--- config.mk ---
export PLATFORM = sky130hd
export DESIGN_NAME = vout_fpdlink
export DESIGN_NICKNAME = d
export VERILOG_FILES = /design/src/rtl/vout_fpdlink.sv
export SDC_FILE = /design/constraint.sdc
export NUM_CORES = 1
export LEC_CHECK = 0
export ABC_AREA = 1
export CAP_MARGIN = 20
export CORE_ASPECT_RATIO = 0.9
export CORE_MARGIN = 1.5
export CORE_UTILIZATION = 58
export CTS_CLUSTER_SIZE = 25
export DETAILED_ROUTE_END_ITERATION = 8
export GPL_TIMING_DRIVEN = 0
export PLACE_DENSITY = 0.91
export SLEW_MARGIN = 20
export SYNTH_ARGS = -nofsm -noshare
export SYNTH_HDL_FRONTEND = slang
export SYNTH_SLANG_ARGS = --single-unit
--- constraint.sdc ---
create_clock -name clk -period 2.1 [get_ports clk]
set_input_delay 0.525 -clock clk [delete_from_list [all_inputs] [get_ports clk]]
set_output_delay 0.525 -clock clk [all_outputs]
set_load 0.03 [all_outputs]
--- src/rtl/vout_fpdlink.sv ---
// vout_fpdlink: dual-channel FPD-Link 7:1 transmitter with internal panel timing, running in the bit-clock domain.
// Ports: clk/rst_n (bit clock, async active-low reset); pix_valid/pix_ready/pix_odd/pix_even (pixel-word handshake);
// clr_underflow/underflow (sticky starvation flag); frame_start (pulse on loading h=0,v=0);
// lvds_clk (forwarded clock lane); lvds_odd/lvds_even (three data lanes per channel, MSB-first).
module vout_fpdlink #(
    parameter int H_ACTIVE = 400,
    parameter int H_FP     = 20,
    parameter int H_SYNC   = 10,
    parameter int H_BP     = 20,
    parameter int V_ACTIVE = 600,
    parameter int V_FP     = 2,
    parameter int V_SYNC   = 2,
    parameter int V_BP     = 20,
    parameter int HS_POL   = 1,
    parameter int VS_POL   = 1
) (
    input  logic        clk,
    input  logic        rst_n,
    input  logic        pix_valid,
    output logic        pix_ready,
    input  logic [17:0] pix_odd,
    input  logic [17:0] pix_even,
    input  logic        clr_underflow,
    output logic        underflow,
    output logic        frame_start,
    output logic        lvds_clk,
    output logic [2:0]  lvds_odd,
    output logic [2:0]  lvds_even
);
    localparam int H_TOTAL = H_ACTIVE + H_FP + H_SYNC + H_BP;
    localparam int V_TOTAL = V_ACTIVE + V_FP + V_SYNC + V_BP;
    localparam int HW = $clog2(H_TOTAL + 1);
    localparam int VW = $clog2(V_TOTAL + 1);
    localparam logic [HW-1:0] H_ACT  = HW'(H_ACTIVE);
    localparam logic [HW-1:0] HS_BEG = HW'(H_ACTIVE + H_FP);
    localparam logic [HW-1:0] HS_END = HW'(H_ACTIVE + H_FP + H_SYNC);
    localparam logic [HW-1:0] H_LAST = HW'(H_TOTAL - 1);
    localparam logic [VW-1:0] V_ACT  = VW'(V_ACTIVE);
    localparam logic [VW-1:0] VS_BEG = VW'(V_ACTIVE + V_FP);
    localparam logic [VW-1:0] VS_END = VW'(V_ACTIVE + V_FP + V_SYNC);
    localparam logic [VW-1:0] V_LAST = VW'(V_TOTAL - 1);
    localparam logic HS_LVL = 1'(HS_POL);
    localparam logic VS_LVL = 1'(VS_POL);

    // h_q/v_q name the word that will be loaded at the next s==6, not the one on the wire.
    logic [2:0]      s_q, s_d;
    logic [HW-1:0]   h_q, h_d;
    logic [VW-1:0]   v_q, v_d;
    logic            uf_q, uf_d;
    logic            clk_q, clk_d;
    logic [2:0][6:0] so_q, so_d, se_q, se_d;
    logic            load, de, hs, vs, take;
    logic [2:0]      ctl;
    logic [20:0]     wo, we;

    // Lane word layout: {g0, r[5:0], b[1:0], g[5:1], de, vs, hs, b[5:2]}.
    function automatic logic [20:0] pack(input logic [17:0] p, input logic [2:0] c);
        return {p[6], p[17:12], p[1:0], p[11:7], c, p[5:2]};
    endfunction

    always_comb begin
        load  = s_q == 3'd6;
        s_d   = load ? 3'd0 : s_q + 3'd1;
        de    = (h_q < H_ACT) && (v_q < V_ACT);
        hs    = (h_q >= HS_BEG) && (h_q < HS_END);
        vs    = (v_q >= VS_BEG) && (v_q < VS_END);
        take  = load && de && pix_valid;
        h_d   = !load ? h_q : (h_q == H_LAST) ? '0 : h_q + HW'(1);
        v_d   = !(load && h_q == H_LAST) ? v_q : (v_q == V_LAST) ? '0 : v_q + VW'(1);
        uf_d  = (load && de && !pix_valid) || (uf_q && !clr_underflow);
        // Registered one slot ahead so the clock lane lines up with the registered data lanes.
        clk_d = (s_d < 3'd2) || (s_d > 3'd4);
        ctl   = {de, vs ? VS_LVL : ~VS_LVL, hs ? HS_LVL : ~HS_LVL};
        wo    = pack(take ? pix_odd : 18'd0, ctl);
        we    = pack(take ? pix_even : 18'd0, ctl);
        so_d  = so_q;
        se_d  = se_q;
        for (int k = 0; k < 3; k++) begin
            so_d[k] = load ? wo[7*k +: 7] : {so_q[k][5:0], 1'b0};
            se_d[k] = load ? we[7*k +: 7] : {se_q[k][5:0], 1'b0};
        end
    end

    always_ff @(posedge clk or negedge rst_n) begin
        if (!rst_n) begin
            s_q   <= '0;
            h_q   <= '0;
            v_q   <= '0;
            uf_q  <= 1'b0;
            clk_q <= 1'b0;
            so_q  <= '0;
            se_q  <= '0;
        end else begin
            s_q   <= s_d;
            h_q   <= h_d;
            v_q   <= v_d;
            uf_q  <= uf_d;
            clk_q <= clk_d;
            so_q  <= so_d;
            se_q  <= se_d;
        end
    end

    assign pix_ready   = load && de;
    assign frame_start = load && h_q == '0 && v_q == '0;
    assign underflow   = uf_q;
    assign lvds_clk    = clk_q;
    assign lvds_odd    = {so_q[2][6], so_q[1][6], so_q[0][6]};
    assign lvds_even   = {se_q[2][6], se_q[1][6], se_q[0][6]};
endmodule

# Word level (Yosys, flattened, before mapping)
# Index checks and enable logic that the tools add are counted.
op_classes:
  addsub: 3
  multipliers: 0
  div_mod_pow: 0
  magnitude_cmp: 8
  eq_ne: 3
  shift: 0
  muxes: 13
  bitwise: 0
  n_reduce_logical: 16
op_table:
  columns: ["cell", "n"]
  rows:
  - ["$mux 7", 6]
  - ["$mux 18", 2]
  - ["$lt 10x10->1 const B", 2]
  - ["$lt 9x9->1 const B", 2]
  - ["$add 10x1->10 const B", 1]
  - ["$eq 10x10->1 const B", 1]
  - ["$ge 10x10->1 const B", 1]
  - ["$logic_and 1x1->1", 10]
  - ["$logic_not 10->1", 1]
  - ["$mux 10", 1]
  - ["$add 9x1->9 const B", 1]
  - ["$eq 9x9->1 const B", 1]
  - ["$ge 9x9->1 const B", 1]
  - ["$logic_not 9->1", 1]
  - ["$mux 9", 1]
  - ["$add 3x1->3 const B", 1]
  - ["$eq 3x3->1 const B", 1]
  - ["$gt 3x3->1 const B", 1]
  - ["$lt 3x2->1 const B", 1]
  - ["$mux 3", 1]
  - ["$logic_not 1->1", 2]
  - ["$logic_or 1x1->1", 2]
  - ["$mux 1", 2]
totals:
  register_bits: 66
  latchBits: 0
  ramBits: 0
  romBits: 0
  inputBits: 40
  wordCells: 54
  mem_count: 0

# Logic depth before layout (Yosys ltp)
depth:
  depth_word: 6
  ltp_mapped: 10
  depth_no_buf: 9

# Worst setup path before layout
# OpenSTA, ideal clock, no wires.
synth_timing:
  kind: "reg-to-output"
  from: "register v_q[0]"
  to: "output port frame_start"
  arrival_time_ns: 1.333
  required_time_ns: 1.575
  setup_slack_ns: 0.242
  stages_incl_launch_ff: 7
  path_cell_list: "dfrtp_1 inv_1 ha_1 nand2_1 nor3_1 nand3_1 nor2_1"
synth_via:
  elab_chain_cells: 2
synth_lines:
  columns: ["item", "line_no", "text"]
  rows:
  - ["start: declaration", "48", "logic [VW-1:0] v_q, v_d;"]
  - ["start signal: assignment", "96", "v_q <= v_d;"]
  - ["$logic_not 10->1", "105", "assign frame_start = load && h_q == '0 && v_q == '0;"]
  - ["$logic_and 1x1->1", "105", null]
  - ["end: declaration", "25", "output logic frame_start,"]
# Every way passes these cells.

# Worst setup path after layout
layout_timing:
  from: "register v_q[1]"
  to: "output port frame_start"
# The elaborated chain is that of the path after synthesis.

==> results.cfg <==
[setup_path]
required_ps = 1570
cp_max_fo = 3
criticalPathCategory = register to output pin
start_kind = register
path_cells = inv_2 -> ha_4 -> nand2_2 -> nor3_2 -> nand3_1 -> nor2_1 -> buf_4
r2r_end = v_q[7]$_DFFE_PN0P_
cp_top_family = simple AND/OR/NAND/NOR gates
crit_buf_inv = 2
critical-path-max-stage-delay_ps = 400
endpoint_kind = output pin
r2r_start = h_q[1]$_DFFE_PN0N_
critPathArrivalTime_ps = 1590
r2r_cells = 9
timing.reg2reg.setup_slack_ps = 340
crit_slowest_cell = dfrtp_1

[timing]
clock_skew_ps = 5.29
max_freq_ghz = 0.473
finalMaxSlewViolations = 0
relSlewSlack_pct = 70.3
fin_crit_ps = 2110
finalSetupViolations = 1
fin_ws_ps = -12.9
layout_worst_path_cycle_share_pct = 101
hold_violations = 0
rsz0062_at_grt = yes
worstMarginPinSlew_ps = 442

[detailed_routing]
wl_per_cell_um = 13.4
viasPerCell = 5.14
drtPass1Iterations = 5
drc = 0
antenna_left = 0
drtIter0Drc = 123
dr_total_vias = 2699
wl_mm = 7.02

[die]
die_w_um = 81.4
die_area_um2 = 5990
pin_count = 50
std_cell_rows = 25
die_h_um = 73.6
initial_core_util_pct = 60.7
core_um2 = 5290

[power]
peakVddDrop_mv = 0.563
p_leak_uw = 0.00210
powerDensity_nw_per_um2 = 578
finalPower_uw = 2390

[synth]
synth_nets = 424
ys.warnings.count = 0
synthCells = 379
synth-seq-cells = 66
synth_seq_area_share_pct = 51.4
avgSynthCellArea_um2 = 8.47
synth_cell_type_count = 25
syn_area_um2 = 3210

[clock_tree]
cts_tree = yes
clkTransAtPathRegs_ps = 70
cts_sinks = 66
numCtsBuffers = 9
clock_latency_ps = 350
cts_root_buffer = clkbuf_8
clock_path_buffers = 2
h-tree-depth = 3

[outcome]
violations = negative setup slack
status = finished, violations left

[cells_and_area]
stdcell_area_um2 = 4130
diodes = 0
nets = 498
instances_no_fill = 525
synthToLayoutAreaGrowth_pct = 28.6
drive_above_1_share_pct = 22.9

[placement]
place.gp.congestion = 0.965
placed_cells = 496
placed_area_um2 = 3810
io_buffers = 49
dp_hpwl_mm = 4.72
dp_slack_ps = -248

[global_route]
first_global_vias = 2630
antenna_found_initial = 0
grtUsageTotal_pct = 25.9
grt_pass1_wl_mm = 11.6
overflow = 0
grt_max_degree = 54

[worst_hold_path]
hold_class = input port to async pin

[flow_run]
maxCapViolations = 0
## worst reg2reg max path: stages (launching register included)
cell,delay (ps)
dfrtp_1,410
inv_1,110
ha_1,180
inv_1,60
nor2_1,100
nand3_1,170
nor2_1,260
buf_4,230
nand3_1,80
o21ai_0,80
## report_power, final
part           internal (uW)  switching, uW
clock                    424            477
sequential              1310           9.91
combinational           96.5           73.5
total                   1830            561
## layout by cell type, fill, tap and decap left out, drive strengths merged
cell type      netlist  routed
clkinvlp             0       1
xnor2                1       1
nand4                8       8
nor4                 1       1
inv                 38      38
nand3               20      20
nand3b               1       1
o22ai                1       1
a21oi                2       2
clkdlybuf4s50        0      46
clkbuf               1      12
buf                 18      35
nor3b                1       1
o21ai               12      12
o2111ai              1       1
ha                   5       5
xor2                 5       5
nor2                32      32
clkinv               0       4
nand2              156     156
dfrtp               66      66
nor3                10      10
## cell type report
cell class | instances | area (um^2)
Sequential cell | 66 | 1660
Inverter | 38 | 143
Multi-Input combinational cell | 256 | 1310
Timing Repair Buffer | 63 | 608
Tap cell | 67 | 83.8
Fill cell | 360 | 1160
Clock buffer | 11 | 131
Buffer | 19 | 165
Clock inverter | 5 | 31.3
## stage by stage
stage,hold slack [ps],setup TNS [ps],utilization [%]
after CTS,25.2,0,76.1
after floorplan,229,0,-
after detailed placement,397,-409,72.1
after global placement,427,-104780,71.6
final,30.1,-12.9,78.1
after global routing,26.8,-74.9,78.1
## how the worst max path moves through the flow
stage	from	end	slack, ps	cells after the start
after floorplan	v_q[0]$_DFFE_PN0P_	frame_start	240	6
after global placement	rst_n	so_q[18]$_DFF_PN0_	-1590	1
after detailed placement	s_q[1]$_DFF_PN0_	frame_start	-250	6
after CTS	v_q[8]$_DFFE_PN0P_	pix_ready	10	8
after global routing	v_q[1]$_DFFE_PN0P_	frame_start	-50	7
final	v_q[1]$_DFFE_PN0P_	frame_start	-10	7
## logic make-up (layout without fill, tap and decap cells)
group / count (synthesis) / in the layout / synth area share (%)
AO/OA/AOI/OAI: 16 / 16 / 2.65
XOR/XNOR: 6 / 6 / 1.64
adder cells (fa/ha/maj): 5 / 5 / 1.95
buffers and inverters: 57 / 136 / 9.31
flip-flops: 66 / 66 / 51.4
AND/OR/NAND/NOR: 229 / 229 / 33.0
## synthesized netlist by cell type
| cell | instances | share of area [%] |
|---|---|---|
| nand2_4 | 2 | 0.70 |
| nand2_2 | 31 | 6.0 |
| nand4_1 | 8 | 1.6 |
| buf_4 | 7 | 1.6 |
| o22ai_1 | 1 | 0.19 |
| nor2_8 | 2 | 1.2 |
| nor4_1 | 1 | 0.19 |
| clkbuf_1 | 1 | 0.12 |
| inv_1 | 38 | 4.4 |
| nor3_1 | 10 | 1.6 |
| o21ai_0 | 12 | 1.9 |
| dfrtp_1 | 66 | 51 |
| xor2_1 | 5 | 1.4 |
| xnor2_1 | 1 | 0.27 |
| nor3b_1 | 1 | 0.23 |
| nand3b_1 | 1 | 0.23 |
| a21oi_1 | 2 | 0.31 |
| ha_1 | 5 | 1.9 |
| nor2_1 | 29 | 3.4 |
| nand3_1 | 20 | 3.1 |
| buf_12 | 3 | 1.9 |
| buf_2 | 8 | 1.2 |
| o2111ai_1 | 1 | 0.27 |
| nor2_4 | 1 | 0.35 |
| nand2_1 | 123 | 14 |
## flip-flops by register name (all words and copies together), names as in the netlist
register / cells
v_q: 10
h_q: 9
lvds_odd: 3
s_q: 3
so_q: 18
lvds_even: 3
underflow: 1
lvds_clk: 1
se_q: 18
## repair_timing
item,CTS,global route
hold buffers,0,0
gates resized for setup,21,17
setup buffers,5,8
setup endpoints to repair,2,2
gates cloned,0,0
pin swaps,3,8
## per-layer routing
layer  vias to the layer above  GRT usage, %  wire (um)
met5                         -             0          0
met4                         0          10.7        134
met3                        16          7.70        457
met2                       108          42.9       3590
met1                      1263          31.5       2840
li1                       1312             -          -
(Power assumes the default switching activity.)
